<file path="src/rtl/arm_instr_encoder_pkg.sv">
// arm_enc_pkg: op/state enums and the ARM field-set to instruction-word packer shared by the encoder and its benches.
package arm_enc_pkg;
  typedef enum logic [1:0] {OP_DP, OP_MEM, OP_BR, OP_ILL} op_e;
  typedef enum logic [1:0] {IDLE, WRITE, FULL} state_e;
  localparam logic [3:0] COND_AL = 4'hE;
  // Returns {legal, word}; branches require funct[5] (I) set.
  function automatic logic [32:0] encode_word(input logic [3:0] cond, input op_e op, input logic [5:0] funct,
                                              input logic [3:0] rn, rd, input logic [11:0] src2, input logic [23:0] imm24);
    logic legal;
    legal = op == OP_DP || op == OP_MEM || (op == OP_BR && funct[5]);
    return {legal, op == OP_BR ? {cond, 2'b10, 1'b1, funct[4], imm24} : {cond, op, funct, rn, rd, src2}};
  endfunction
endpackage

</file>
<file path="src/rtl/arm_instr_encoder_if.sv">
// arm_instr_encoder_if: valid/ready field-set channel into the instruction encoder.
interface arm_instr_encoder_if;
  logic in_valid, in_ready;
  logic [3:0] cond, rn, rd;
  logic [1:0] op;
  logic [5:0] funct;
  logic [11:0] src2;
  logic [23:0] imm24;
  modport master(output in_valid, cond, op, funct, rn, rd, src2, imm24, input in_ready);
  modport slave(input in_valid, cond, op, funct, rn, rd, src2, imm24, output in_ready);
endinterface

</file>
<file path="src/rtl/arm_instr_encoder.sv">
// arm_instr_encoder: packs ARM field sets into words and writes them sequentially into imem.
// Define ARM_ENC_CHECKSUM_EN to add an XOR checksum of every written word.
module arm_instr_encoder
  import arm_enc_pkg::*;
#(
  parameter int ADDR_W = 6,
  parameter logic [31:0] BASE_ADDR = 32'h0000_0000
) (
  input  logic clk,
  input  logic reset,
  input  logic clear,
  arm_instr_encoder_if.slave bus,
  output logic mem_we,
  output logic [31:0] mem_addr,
  output logic [31:0] mem_wdata,
  output logic [ADDR_W:0] count,
  output logic full,
  output logic error
`ifdef ARM_ENC_CHECKSUM_EN
  ,
  output logic [31:0] checksum
`endif
);
  localparam logic [ADDR_W:0] LAST = {1'b0, {ADDR_W{1'b1}}};
  state_e state;
  logic [32:0] enc;
  assign enc = encode_word(bus.cond, op_e'(bus.op), bus.funct, bus.rn, bus.rd, bus.src2, bus.imm24);
  assign bus.in_ready = state == IDLE;
  assign full = state == FULL;
  // clear aborts a write in the very cycle it is raised
  assign mem_we = state == WRITE && !clear;
  always_ff @(posedge clk or posedge reset)
    if (reset) begin
      state <= IDLE;
      mem_addr <= BASE_ADDR;
      mem_wdata <= '0;
      count <= '0;
      error <= 1'b0;
    end else if (clear) begin
      state <= IDLE;
      mem_addr <= BASE_ADDR;
      count <= '0;
      error <= 1'b0;
    end else
      case (state)
        IDLE:
          if (bus.in_valid) begin
            if (enc[32]) begin
              mem_wdata <= enc[31:0];
              state <= WRITE;
            end else
              error <= 1'b1;
          end
        WRITE: begin
          count <= count + 1'b1;
          // the address parks on the last word once the region is exhausted
          if (count == LAST)
            state <= FULL;
          else begin
            state <= IDLE;
            mem_addr <= mem_addr + 32'd4;
          end
        end
        default: ;
      endcase
`ifdef ARM_ENC_CHECKSUM_EN
  always_ff @(posedge clk or posedge reset)
    if (reset)
      checksum <= '0;
    else if (clear)
      checksum <= '0;
    else if (mem_we)
      checksum <= checksum ^ mem_wdata;
`endif
endmodule
</file>
<file path="src/flat_wrapper.sv">
// flat-port wrapper written by rule: the top's interface ports become plain ports
module arm_instr_encoder_flat import arm_enc_pkg::*;
#(
  parameter int ADDR_W = 6,
  parameter logic [31:0] BASE_ADDR = 32'h0000_0000
)
  (clk, reset, clear, mem_we, mem_addr, mem_wdata, count, full, error, bus_in_valid, bus_cond, bus_op, bus_funct, bus_rn, bus_rd, bus_src2, bus_imm24, bus_in_ready);
  arm_instr_encoder_if bus_i ();
  input  logic clk;
  input  logic reset;
  input  logic clear;
  output logic mem_we;
  output logic [31:0] mem_addr;
  output logic [31:0] mem_wdata;
  output logic [ADDR_W:0] count;
  output logic full;
  output logic error;
  input wire logic [$bits(bus_i.in_valid)-1:0] bus_in_valid;
  input wire logic [$bits(bus_i.cond)-1:0] bus_cond;
  input wire logic [$bits(bus_i.op)-1:0] bus_op;
  input wire logic [$bits(bus_i.funct)-1:0] bus_funct;
  input wire logic [$bits(bus_i.rn)-1:0] bus_rn;
  input wire logic [$bits(bus_i.rd)-1:0] bus_rd;
  input wire logic [$bits(bus_i.src2)-1:0] bus_src2;
  input wire logic [$bits(bus_i.imm24)-1:0] bus_imm24;
  output wire logic [$bits(bus_i.in_ready)-1:0] bus_in_ready;
  assign bus_i.in_valid = bus_in_valid;
  assign bus_i.cond = bus_cond;
  assign bus_i.op = bus_op;
  assign bus_i.funct = bus_funct;
  assign bus_i.rn = bus_rn;
  assign bus_i.rd = bus_rd;
  assign bus_i.src2 = bus_src2;
  assign bus_i.imm24 = bus_imm24;
  assign bus_in_ready = bus_i.in_ready;
  arm_instr_encoder #(.ADDR_W(ADDR_W), .BASE_ADDR(BASE_ADDR)) u_core (.clk(clk), .reset(reset), .clear(clear), .bus(bus_i), .mem_we(mem_we), .mem_addr(mem_addr), .mem_wdata(mem_wdata), .count(count), .full(full), .error(error));
endmodule
</file>
<file path="config.mk">
export PLATFORM = sky130hd
export DESIGN_NAME = arm_instr_encoder_flat
export DESIGN_NICKNAME = d
export VERILOG_FILES = /design/src/rtl/arm_instr_encoder_pkg.sv /design/src/rtl/arm_instr_encoder_if.sv /design/src/rtl/arm_instr_encoder.sv /design/src/flat_wrapper.sv
export SDC_FILE = /design/constraint.sdc
export NUM_CORES = 1
export LEC_CHECK = 0
export ABC_AREA = 1
export CORE_MARGIN = 10
export CORE_UTILIZATION = 46
export DETAILED_ROUTE_END_ITERATION = 6
export GPL_ROUTABILITY_DRIVEN = 0
export HOLD_SLACK_MARGIN = 0.12
export PLACE_DENSITY = 0.78
export SYNTH_ARGS = -nofsm -noshare
export SYNTH_HDL_FRONTEND = slang
export SYNTH_SLANG_ARGS = --single-unit
</file>
<file path="constraint.sdc">
create_clock -name clk -period 2.65 [get_ports clk]
set_input_delay 0.53 -clock clk [delete_from_list [all_inputs] [get_ports clk]]
set_output_delay 0.53 -clock clk [all_outputs]
set_load 0.01 [all_outputs]
</file>
==> results.txt, run 1 <==
* Result of the run: finished, final reports clean
* Boundary pin count: 135
* Total number of vias: 3830
- Antenna fix cells: 0
- Counting flops and latches in the post-synthesis netlist gives 72.
* Worst hold path type: flop to flop
* Highest clock frequency the design can meet: 418.9 MHz
- Post-synthesis average cell area: 7.585 sq um
- In the final layout, the share of cells above drive strength 1 is 0.08689.
- The core region is 8258 sq um.
* Static leakage power: 2.378 nW
- In the finished design, the share of the clock period the worst path needs comes to 0.9009.
* Layout fillers: 702
- The floorplan step set the die height to 112.3 um.
* Number of design-rule violations left by the first detailed-router iteration: 126
* Buffer cell driving the clock tree root: sky130_fd_sc_hd__clkbuf_8
- In this run the most critical hold path is launched from u_core.mem_wdata[25].
- Before antenna repair, the detailed router went through 5 iterations.
* Cells on worst reg2reg path: 10
- The initial utilization of the core area, before any placement, comes to 0.4748.
- Entering global routing, the biggest net connects 36 pins.
* Average wire length per cell after detail routing: 15.69 um
- After clock tree synthesis, the clock-pin slew on the worst setup and hold paths is 0.08 ns.
- Counting instances, the worst hold path has a depth of 2.
- Count of input and output buffers: 132
- Setup violations remaining at the end of the flow were counted as 0.
- The number of different library cells used by synthesis comes to 32.
- Required @ worst endpoint: 2.12 ns
- Total wire length: 11940 um
* Fin Clk Skew: 0.01033 ns
* Peak supply drop: 0.2803 mV
- Cell count after synthesis: 517
- Buffers inserted to repair hold after CTS numbered 0.
- The library cell used most frequently in the layout, excluding fill and tap cells, is sky130_fd_sc_hd__nand2_1.
- Reg-to-reg setup timing slack: 0.44 ns
* Startpoint Class: flop
- Worst skew pair latency: 0.34 ns
- Worst hold endpoint: u_core.mem_wdata[25]
- DR DRC count: 0
- By startpoint and endpoint, the worst setup path is classified as flop to primary output.
- Detail Route Antenna Nets: 0
- Across all setup checks in the final design, the least slack found is 0.2625 ns.
- Num rows: 33
- Launching point of the worst reg2reg path: u_core.count[0]
- The worst register-to-register path ends at u_core.mem_addr[25].
* Worst relative slew slack: 0.5221
* Via count of the first global-routing pass: 3976
* Number of setup buffers added after CTS: 0
- In this run the power density over the cells is 516.1 nW/um^2.
* Global Route Usage Sum: 0.1868
* Mean number of vias per cell: 5.033
- The top cell types in the final layout, fill and taps aside, are 168 x sky130_fd_sc_hd__nand2_1, 132 x sky130_fd_sc_hd__clkdlybuf4s50_1, 104 x sky130_fd_sc_hd__nor2_1, 72 x sky130_fd_sc_hd__dfrtp_1, 41 x sky130_fd_sc_hd__inv_1.
- H-Tree Depth: 3
* Sum of negative setup slack: 0 ns
- STA classifies the critical path endpoint as a primary output.
* Max_cap viols: 0
- For this run the aggregate overflow at the end of global routing stands at 0.
- In this run the deepest clock path goes through 2 buffers.
* Critical path startpoint: u_core.state[1]
- RSZ-0062 raised after global routing: false
- The count of endpoints failing hold in the final timing report came to 0.
- From left edge to right edge, the die measures 112.3 um.
- The worst path in the final design needs a cycle of 2.387 ns, including I/O delays and setup.
- Total Die Area: 12620 sq um
- Synth Cell Area: 3921 sq um
* Pre-CTS setup slack: 0.3523 ns
- Yosys warns: 0
* Number of sinks on the clock net: 72
- PostCTS Resize Cnt: 0
- CTS tree: built
- Final net count: 713
- The final count of pins violating max slew was 0.
- First-pass GRT wire length: 19580 um
* Placed wire-length estimate after detailed placement: 9474 um
- For the worst setup path, the data arrival time is 1.86 ns.
- Number of buffers inserted during clock tree synthesis: 9
* Post-synthesis sequential area ratio: 0.4595
* Transition time at the pin with the least slew margin: 0.7158 ns
* Initial antenna violation count: 0
* Largest fanout on the critical path: 6
- Relative to the synthesized area, the layout overhead comes to 41.48%.
-- power breakdown --
part	total, mW	switching [mW]	internal [mW]
Combinational	0.657	0.299	0.358
Clock	0.936	0.423	0.513
Sequential	1.27	0.0642	1.21
-- layout make-up --
class	instances	area, sq um	share of cell area
clock inverter	4	51.30	0.009247
multi-input combinational	384	1836	0.3309
inverter	43	161.4	0.02909
sequential	72	1802	0.3248
tap	105	131.4	0.02368
timing repair buffer	141	1401	0.2526
clock buffer	12	165.2	0.02977
-- critical path, stage by stage (launching register included) --
cell	delay, ns
sky130_fd_sc_hd__dfrtp_1	0.43
sky130_fd_sc_hd__inv_1	0.12
sky130_fd_sc_hd__nand2_1	0.16
sky130_fd_sc_hd__nor2_1	0.23
sky130_fd_sc_hd__clkdlybuf4s50_1	0.58
-- how the worst max path moves through the flow --
stage / end / slack [ns] / cells past startpoint
6_report: mem_we / 0.26 / 4
5_1_grt: mem_we / 0.19 / 4
4_1_cts: mem_we / 0.27 / 4
3_5_place_dp: u_core.mem_addr[24] / 0.35 / 7
3_3_place_gp: mem_we / 0.36 / 3
2_1_floorplan: u_core.count[0] / 0.30 / 1
-- synthesized netlist by cell type, drive strengths merged --
master / number / share of area
clkbuf: 6 / 0.0057
a22o: 1 / 0.0022
a31oi: 26 / 0.073
nor3b: 1 / 0.0019
o21ai: 11 / 0.016
nand3: 32 / 0.041
or2: 1 / 0.0016
a21oi: 6 / 0.0077
buf: 13 / 0.026
nor3: 5 / 0.0093
o21bai: 1 / 0.0019
a21o: 2 / 0.0038
o22ai: 2 / 0.0032
xor2: 3 / 0.0067
ha: 2 / 0.0064
nor2: 109 / 0.11
dfrtp: 72 / 0.46
nand4: 7 / 0.011
conb: 1 / 0.00096
inv: 43 / 0.041
xnor2: 4 / 0.0089
nand2: 169 / 0.16
-- kinds of logic after synthesis --
group,Yosys count,share of synthesized area
simple gates,324,0.3360
flops,72,0.4595
buf+inv,62,0.07338
compound gates,49,0.1082
xor+xnor,7,0.01564
fa+ha+maj,2,0.006381
other cells,1,0.0009563
-- stage by stage --
step                      cells    util  hold WS (ns)  area (sq um)  total power [mW]
after floorplan             518       -        0.5086          3925             1.569
after global placement      745  0.6456        0.4589          5331             1.942
after detailed placement    745  0.6456        0.4618          5331             1.956
after CTS                   761  0.6718        0.4825          5548             2.889
after global routing        761  0.6718        0.5076          5548             3.005
final                       761  0.6718        0.4801          5548             2.863
-- layer usage --
metal  track usage  part of all wire  up-vias
li1              -                 -     1901
met1        0.1885              0.36     1743
met2        0.3075              0.47      170
met3        0.1273              0.16       16
met4       0.05330             0.012        0
met5             0                 0        -
-- flip-flops by register name, indices dropped and copies added (netlist names) --
signal	flops
u_core.count	7
u_core.error	1
u_core.mem_addr	30
u_core.mem_wdata	32
u_core.state	2
Note: power is estimated with default switching activity, not from simulation.
==> run 2, diff against run 1 <==
--- a/config.mk
+++ b/config.mk
@@ -7,11 +7,12 @@
 export LEC_CHECK = 0
 export ABC_AREA = 1
 export CORE_MARGIN = 10
-export CORE_UTILIZATION = 46
+export CORE_UTILIZATION = 54
 export DETAILED_ROUTE_END_ITERATION = 6
+export DONT_BUFFER_PORTS = 1
 export GPL_ROUTABILITY_DRIVEN = 0
 export HOLD_SLACK_MARGIN = 0.12
-export PLACE_DENSITY = 0.78
+export PLACE_DENSITY = 0.66
 export SYNTH_ARGS = -nofsm -noshare
 export SYNTH_HDL_FRONTEND = slang
 export SYNTH_SLANG_ARGS = --single-unit
==> run 2 against run 1 <==
Effect of this change:
- utilization shrank 8.8 points
- maximum frequency is 9.5% higher
- die area decreased by 12%
- final cell count fell by 19%
- worst hold slack worse by 0.35 ns
- setup slack gained 0.21 ns
- critical path depth rose by 6
- global-route usage is 0.75 points lower
- via count is 16% lower
- critical path type is now flop to flop
- largest cell class unchanged
==> results.txt, run 2 (synthesis results as in run 1) <==
- Result of the run: finished, final reports clean
- In the layout the commonest cells are 168 x sky130_fd_sc_hd__nand2_1, 104 x sky130_fd_sc_hd__nor2_1, 72 x sky130_fd_sc_hd__dfrtp_1, 41 x sky130_fd_sc_hd__inv_1, 32 x sky130_fd_sc_hd__nand3_1.
- The number of global-route vias before repair came to 3198 (-20%).
* Final net count: 576 (-19%)
- Area occupied by multi-input gates: 1836 sq um (unchanged)
- The number of filler cells placed in the layout came to 698 (-0.57%).
* DR DRC count: 0 (unchanged)
- Worst hold path type: input pin to async pin
- Number of setup violations in the final report: 0 (unchanged)
- The total via count in the routed design was 3227 (-16%).
* Launching point of the worst reg2reg path: u_core.count[0]
- The hold buffer count at CTS is 0 (unchanged).
* Clk slew on worst S/H paths: 0.08 ns (about the same)
* Antenna fix cells: 0 (unchanged)
- The height of the die was 105.2 um (-6.3%).
- Pin count of the biggest net entering global routing: 47 (+31%)
* Number of buffers inserted during clock tree synthesis: 9 (unchanged)
- Number of sinks on the clock net: 72 (unchanged)
- The clock insertion delay at the later pin of the skew report is 0.34 ns (about the same).
- Capture instance of the worst register-to-register path: u_core.mem_addr[25]
- The boundary pin count came to 135 (unchanged).
* Buffer cell driving the clock tree root: sky130_fd_sc_hd__clkbuf_8
- The final count of pins violating max slew is 0 (unchanged).
* Crit path arrival time: 2.41 ns (+0.55 ns)
- Number of design-rule violations left by the first detailed-router iteration: 159 (+26%)
- First-pass GRT wire length: 16350 um (-16%)
* Total wire length: 9854 um (-17%)
- Pwr/cell area: 587.5 nW/um^2 (+14%)
* Highest clock frequency the design can meet: 458.7 MHz (+9.5%)
- Detail Route Antenna Nets: 0 (unchanged)
* Average wire length per cell after detail routing: 15.94 um (+1.6%)
- Peak supply drop: 0.3239 mV (+16%)
* RSZ-0062 raised after global routing: false
- The site row count is 31 (-6.1%).
* Router iterations before antenna repair: 4 (-1)
- The flip-flop count of the largest register after layout came to 32 (unchanged).
- Total Die Area: 11070 sq um (-12%)
- Max_cap viols: 0 (unchanged)
* Placed wire-length estimate after detailed placement: 7686 um (-19%)
- The slack of the worst reg-to-reg path came to 0.47 ns (+0.03 ns).
- The area inside the core boundary is 7137 sq um (-14%).
- The global route total overflow was 0 (unchanged).
- STA classifies the critical path startpoint as a flop.
- PostCTS Resize Cnt: 0 (unchanged)
* Largest reg by FF count: u_core.mem_wdata
* Flip-flop and latch area: 1802 sq um (unchanged)
- STA classifies the critical path endpoint as a flop.
- Transition time at the pin with the least slew margin: 0.6905 ns (-0.02522 ns)
- The worst-case clock buffer depth is 2 (unchanged).
* Required @ worst endpoint: 2.88 ns (+0.76 ns)
- The worst setup path is of the flop to flop kind.
* Critical path startpoint: u_core.count[0]
* Registers with the most flip-flops: u_core.mem_wdata x32, u_core.mem_addr x30, u_core.count x7
- The effective utilization at floorplan is 0.5494 (+0.07459).
- Area added between synthesis and finish: 6.222%
- Initial antenna violation count: 0 (unchanged)
* Global Route Usage Sum: 0.1793 (-0.007504)
- The maximum fanout along the worst path came to 13 (+7).
* CTS tree: built
- Commonest non-fill, non-tap cell in the layout: sky130_fd_sc_hd__nand2_1
* Cells on worst reg2reg path: 10 (unchanged)
* Static leakage power: 1.842 nW (-23%)
* CP Capture Point: u_core.mem_addr[25]
* Post-route core utilization: 0.5836 (-0.08819)
* Number of setup buffers added after CTS: 0 (unchanged)
* Min cycle time layout: 2.180 ns (-0.2075 ns)
- H-Tree Depth: 3 (unchanged)
- Final Hold Viols: 0 (unchanged)
- Fin Clk Skew: 0.008656 ns (-0.001677 ns)
* Portion of the clock cycle consumed by the worst path in the final layout: 0.8226 (-0.07832)
- The mean number of vias per cell was 5.222 (+3.8%).
- Sum of negative setup slack: 0 ns (unchanged)
- The number of port buffers came to 0 (-100%).
- The horizontal die dimension came to 105.2 um (-6.3%).
- Share of cells above drive strength 1: 0.09827 (+0.01138)
* Worst relative slew slack: 0.5391 (+0.01700)
run 2: worst min path at each step:
stage / to / slack, ns / depth (start not counted)
after floorplan: u_core.mem_wdata[24] / 0.51 / 2
after CTS: u_core.mem_wdata[31] / 0.13 / 1
after global routing: u_core.mem_wdata[31] / 0.15 / 1
final: u_core.mem_wdata[31] / 0.13 / 1
after detailed placement: u_core.mem_wdata[31] / 0.50 / 1
after global placement: u_core.mem_wdata[29] / 0.50 / 1
run 2: final cells by class:
type / count / area share
sequential: 72 / 0.4326
multi-input combinational: 384 / 0.4407
timing repair buffer: 4 / 0.01322
inverter: 43 / 0.03875
clock inverter: 6 / 0.01442
clock buffer: 10 / 0.03064
tap: 99 / 0.02974
run 2: power by group:
group / internal (mW) / leakage [nW] / switching [mW]
clock network: 0.430 / 0.0920 / 0.409
registers: 1.21 / 0.923 / 0.145
logic: 0.101 / 0.826 / 0.155
run 2: worst max-delay path, stage by stage, from the launching register on:
cell and delay, ns:
sky130_fd_sc_hd__dfrtp_1 0.46, sky130_fd_sc_hd__ha_1 0.21, sky130_fd_sc_hd__nand2_1 0.07, sky130_fd_sc_hd__nor2_2 0.16, sky130_fd_sc_hd__nand2_1 0.11, sky130_fd_sc_hd__nand2_1 0.32, sky130_fd_sc_hd__nand2_1 0.34, sky130_fd_sc_hd__nand3_1 0.21
sky130_fd_sc_hd__nand2_1 0.07, sky130_fd_sc_hd__nand2_1 0.06, sky130_fd_sc_hd__nor2_1 0.04
run 2: metrics by stage:
stage	hold WS [ns]	power, mW	cells	area, sq um	setup slack, ns
floorplan	0.5086	1.569	518	3925	0.2951
global placement	0.5037	1.627	602	3978	0.5559
detailed placement	0.5041	1.642	602	3978	0.4786
CTS	0.1256	2.492	618	4165	0.4385
global route	0.1521	2.589	618	4165	0.1330
finish	0.1255	2.447	618	4165	0.4701
run 2: per-layer routing:
metal,track usage,share of wire
met1,0.2028,0.40
met2,0.2942,0.49
met3,0.07795,0.099
met4,0.06667,0.016
met5,0,0
==> run 3, diff against run 2 <==
--- a/config.mk
+++ b/config.mk
@@ -12,7 +12,7 @@
 export DONT_BUFFER_PORTS = 1
 export GPL_ROUTABILITY_DRIVEN = 0
 export HOLD_SLACK_MARGIN = 0.12
-export PLACE_DENSITY = 0.66
+export PLACE_DENSITY = 0.69
 export SYNTH_ARGS = -nofsm -noshare
 export SYNTH_HDL_FRONTEND = slang
 export SYNTH_SLANG_ARGS = --single-unit
==> constraint.sdc (replaced) <==
create_clock -name clk -period 1.79 [get_ports clk]
set_input_delay 0.358 -clock clk [delete_from_list [all_inputs] [get_ports clk]]
set_output_delay 0.358 -clock clk [all_outputs]
set_load 0.01 [all_outputs]
==> run 3 against run 2 <==
Effect of this change:
- utilization up 4.1 points
- non-clock buffer count up 25
- design area up 7.0%
- final cell count up 4.2%
- setup slack worse by 0.33 ns
- flip-flop and latch count unchanged
- power up 54%
- via count up 2.6%
- clock skew up 0.0015 ns
- critical endpoint is now u_core.mem_addr[18]
- combinational power up 61%
- global-route usage down 0.17 points
==> results.txt, run 3 (synthesis results as in run 1) <==
- Placed cell count: 625 (+3.8%)
- The antenna diode instance count is 0 (unchanged).
* Min cycle time layout: 1.650 ns (-0.5295 ns)
- The area inside the core boundary is 7137 sq um (unchanged).
- The ratio of cells with drive above 1 in the final layout is 0.1578 (+0.05953).
- Post-route core utilization: 0.6243 (+0.04067)
- Pwr/cell area: 844.4 nW/um^2 (+44%)
- Global Route Usage Sum: 0.1776 (-0.001700)
* Total number of vias: 3311 (+2.6%)
* Chip Height: 105.2 um (unchanged)
- Area occupied by multi-input gates: 1876 sq um (+2.2%)
* Boundary pin count: 135 (unchanged)
- Final Hold Viols: 0 (unchanged)
- Router iterations before antenna repair: 5 (+1)
* Worst relative slew slack: 0.5688 (+0.02963)
- Result of the run: finished, final reports clean
- Transition time at the pin with the least slew margin: 0.6447 ns (-0.04581 ns)
- RSZ-0062 raised after global routing: true
- Portion of the clock cycle consumed by the worst path in the final layout: 0.9220 (+0.09939)
* Total wire length: 10190 um (+3.4%)
- The number of DRC markers in iteration 0 is 135 (-15%).
- The slack of the worst reg-to-reg path is 0.14 ns (-0.33 ns).
- The setup violation total in the final timing report was 0 (unchanged).
- The global-route wire length before repair is 16250 um (-0.64%).
* Flip-flop and latch area: 1803 sq um (about the same)
- Worst skew pair latency: 0.33 ns (about the same)
- DR DRC count: 0 (unchanged)
* Detail Route Antenna Nets: 0 (unchanged)
- Number of sinks on the clock net: 72 (unchanged)
- Largest fanout on the critical path: 11 (-2)
- The maximum vdd ir drop was 0.4759 mV (+47%).
- The number of port buffers is 0 (unchanged).
- The site row count was 31 (unchanged).
- Pin count of the biggest net entering global routing: 56 (+19%)
- Area added between synthesis and finish: 13.62%
- Most used cells in the layout excluding fill and tap cells: 165 x sky130_fd_sc_hd__nand2_1, 99 x sky130_fd_sc_hd__nor2_1, 71 x sky130_fd_sc_hd__dfrtp_1, 40 x sky130_fd_sc_hd__inv_1, 32 x sky130_fd_sc_hd__nand3_1
- Post-route total power: 3.762 mW (+54%)
* Registers with the most flip-flops: u_core.mem_wdata x32, u_core.mem_addr x30, u_core.count x7
- Initial antenna violation count: 0 (unchanged)
- Max_cap viols: 0 (unchanged)
* Sum of negative setup slack: 0 ns (unchanged)
* Endpoint class of the critical path: flop
- The library cell used most frequently in the layout, excluding fill and tap cells, is sky130_fd_sc_hd__nand2_1.
- The flip-flop count of the largest register after layout is 32 (unchanged).
- Smallest hold slack: 0.1395 ns (+0.01394 ns)
- The required time reported for the critical path endpoint is 2.02 ns (-0.86 ns).
* Crit path arrival time: 1.88 ns (-0.53 ns)
- The tree is rooted in a sky130_fd_sc_hd__clkbuf_8.
* Max Buffers Root-to-Sink: 2 (unchanged)
* Total congestion overflow after global routing: 0 (unchanged)
* Category of the most critical setup path: flop to flop
- Highest clock frequency the design can meet: 605.9 MHz (+32%)
- The effective utilization at floorplan came to 0.5494 (unchanged).
- Largest reg by FF count: u_core.mem_wdata
- Placed wire-length estimate after detailed placement: 7935 um (+3.2%)
- The number of global-route vias before repair is 3224 (+0.81%).
- The average detailed-routed wire length per instance was 15.83 um (-0.75%).
- The clock skew was 0.01015 ns (+0.001494 ns).
* Final net count: 602 (+4.5%)
- The H-tree depth reported by CTS came to 3 (unchanged).
- Startpoint Class: flop
* Die width: 105.2 um (unchanged)
* Final instance count without filler cells: 644 (+4.2%)
* Number of buffers inserted during clock tree synthesis: 9 (unchanged)
- The final count of pins violating max slew came to 0 (unchanged).
* Clk slew on worst S/H paths: 0.08 ns (about the same)
- Total Die Area: 11070 sq um (unchanged)
- Worst hold path type: input pin to flop
- CTS tree: built
* Mean number of vias per cell: 5.141 (-1.5%)
- The leakage dissipation came to 1.981 nW (+7.6%).
* Layout fillers: 647 (-7.3%)
[run 3: per-stage QoR]
step	setup slack, ns	area (sq um)
after global placement	0.1145	4167
final	0.1396	4456
after detailed placement	0.02395	4167
after CTS	0.02667	4405
after global routing	-0.009635	4456
after floorplan	0.2167	3929
[run 3: power by group]
| part | switching (mW) | internal [mW] |
|---|---|---|
| combinational | 0.247 | 0.166 |
| clock | 0.597 | 0.759 |
| sequential | 0.207 | 1.79 |
| total | 1.05 | 2.71 |
[run 3: layout make-up]
class / count / share of cell area
clock buffer: 12 / 0.03707
inverter: 43 / 0.03791
clock inverter: 4 / 0.01151
multi-input combinational: 384 / 0.4209
timing repair buffer: 29 / 0.05841
timing repair inverter: 1 / 0.001685
sequential: 72 / 0.4047
tap: 99 / 0.02780
[run 3: layer usage]
layer,vias up,track usage,part of all wire,wire (um)
li1,1685,-,-,-
met1,1489,0.1968,0.39,3945
met2,129,0.2938,0.48,4941
met3,8,0.08892,0.12,1216
met4,0,0.05294,0.0086,88
met5,-,0,0,0
[run 3: critical path, cell delays in order, from the launching register on]
cell and delay, ns:
sky130_fd_sc_hd__dfrtp_1 0.42, sky130_fd_sc_hd__inv_1 0.11, sky130_fd_sc_hd__nand2_1 0.16, sky130_fd_sc_hd__inv_1 0.19
sky130_fd_sc_hd__nand2_4 0.10, sky130_fd_sc_hd__buf_4 0.19, sky130_fd_sc_hd__nor2_4 0.15, sky130_fd_sc_hd__nand4_1 0.09
sky130_fd_sc_hd__nand2_1 0.08, sky130_fd_sc_hd__nor2_1 0.05
[run 3: worst paths after layout]
| kind | start | to | depth (start not counted) |
|---|---|---|---|
| worst max register to register | u_core.state[1] | u_core.mem_addr[18] | 9 |
| worst max-delay path | u_core.state[1] | u_core.mem_addr[18] | 9 |
| worst min-delay path | bus_cond[2] | u_core.mem_wdata[30] | 2 |
| min in group asynchronous | reset | u_core.count[5] | 2 |
| worst min register to register | u_core.mem_wdata[31] | u_core.mem_wdata[31] | 2 |
| max in group asynchronous | reset | u_core.mem_addr[8] | 3 |
[run 3: timing repair]
| item | 4_1_cts | 5_1_grt |
|---|---|---|
| buffers inserted | 0 | 0 |
| hold buffers | 2 | 0 |
| gates resized for setup | 1 | 14 |
| gates cloned | 0 | 1 |
| endpoints found under the hold margin | 35 | 0 |
| endpoints found under the setup margin | 1 | 20 |
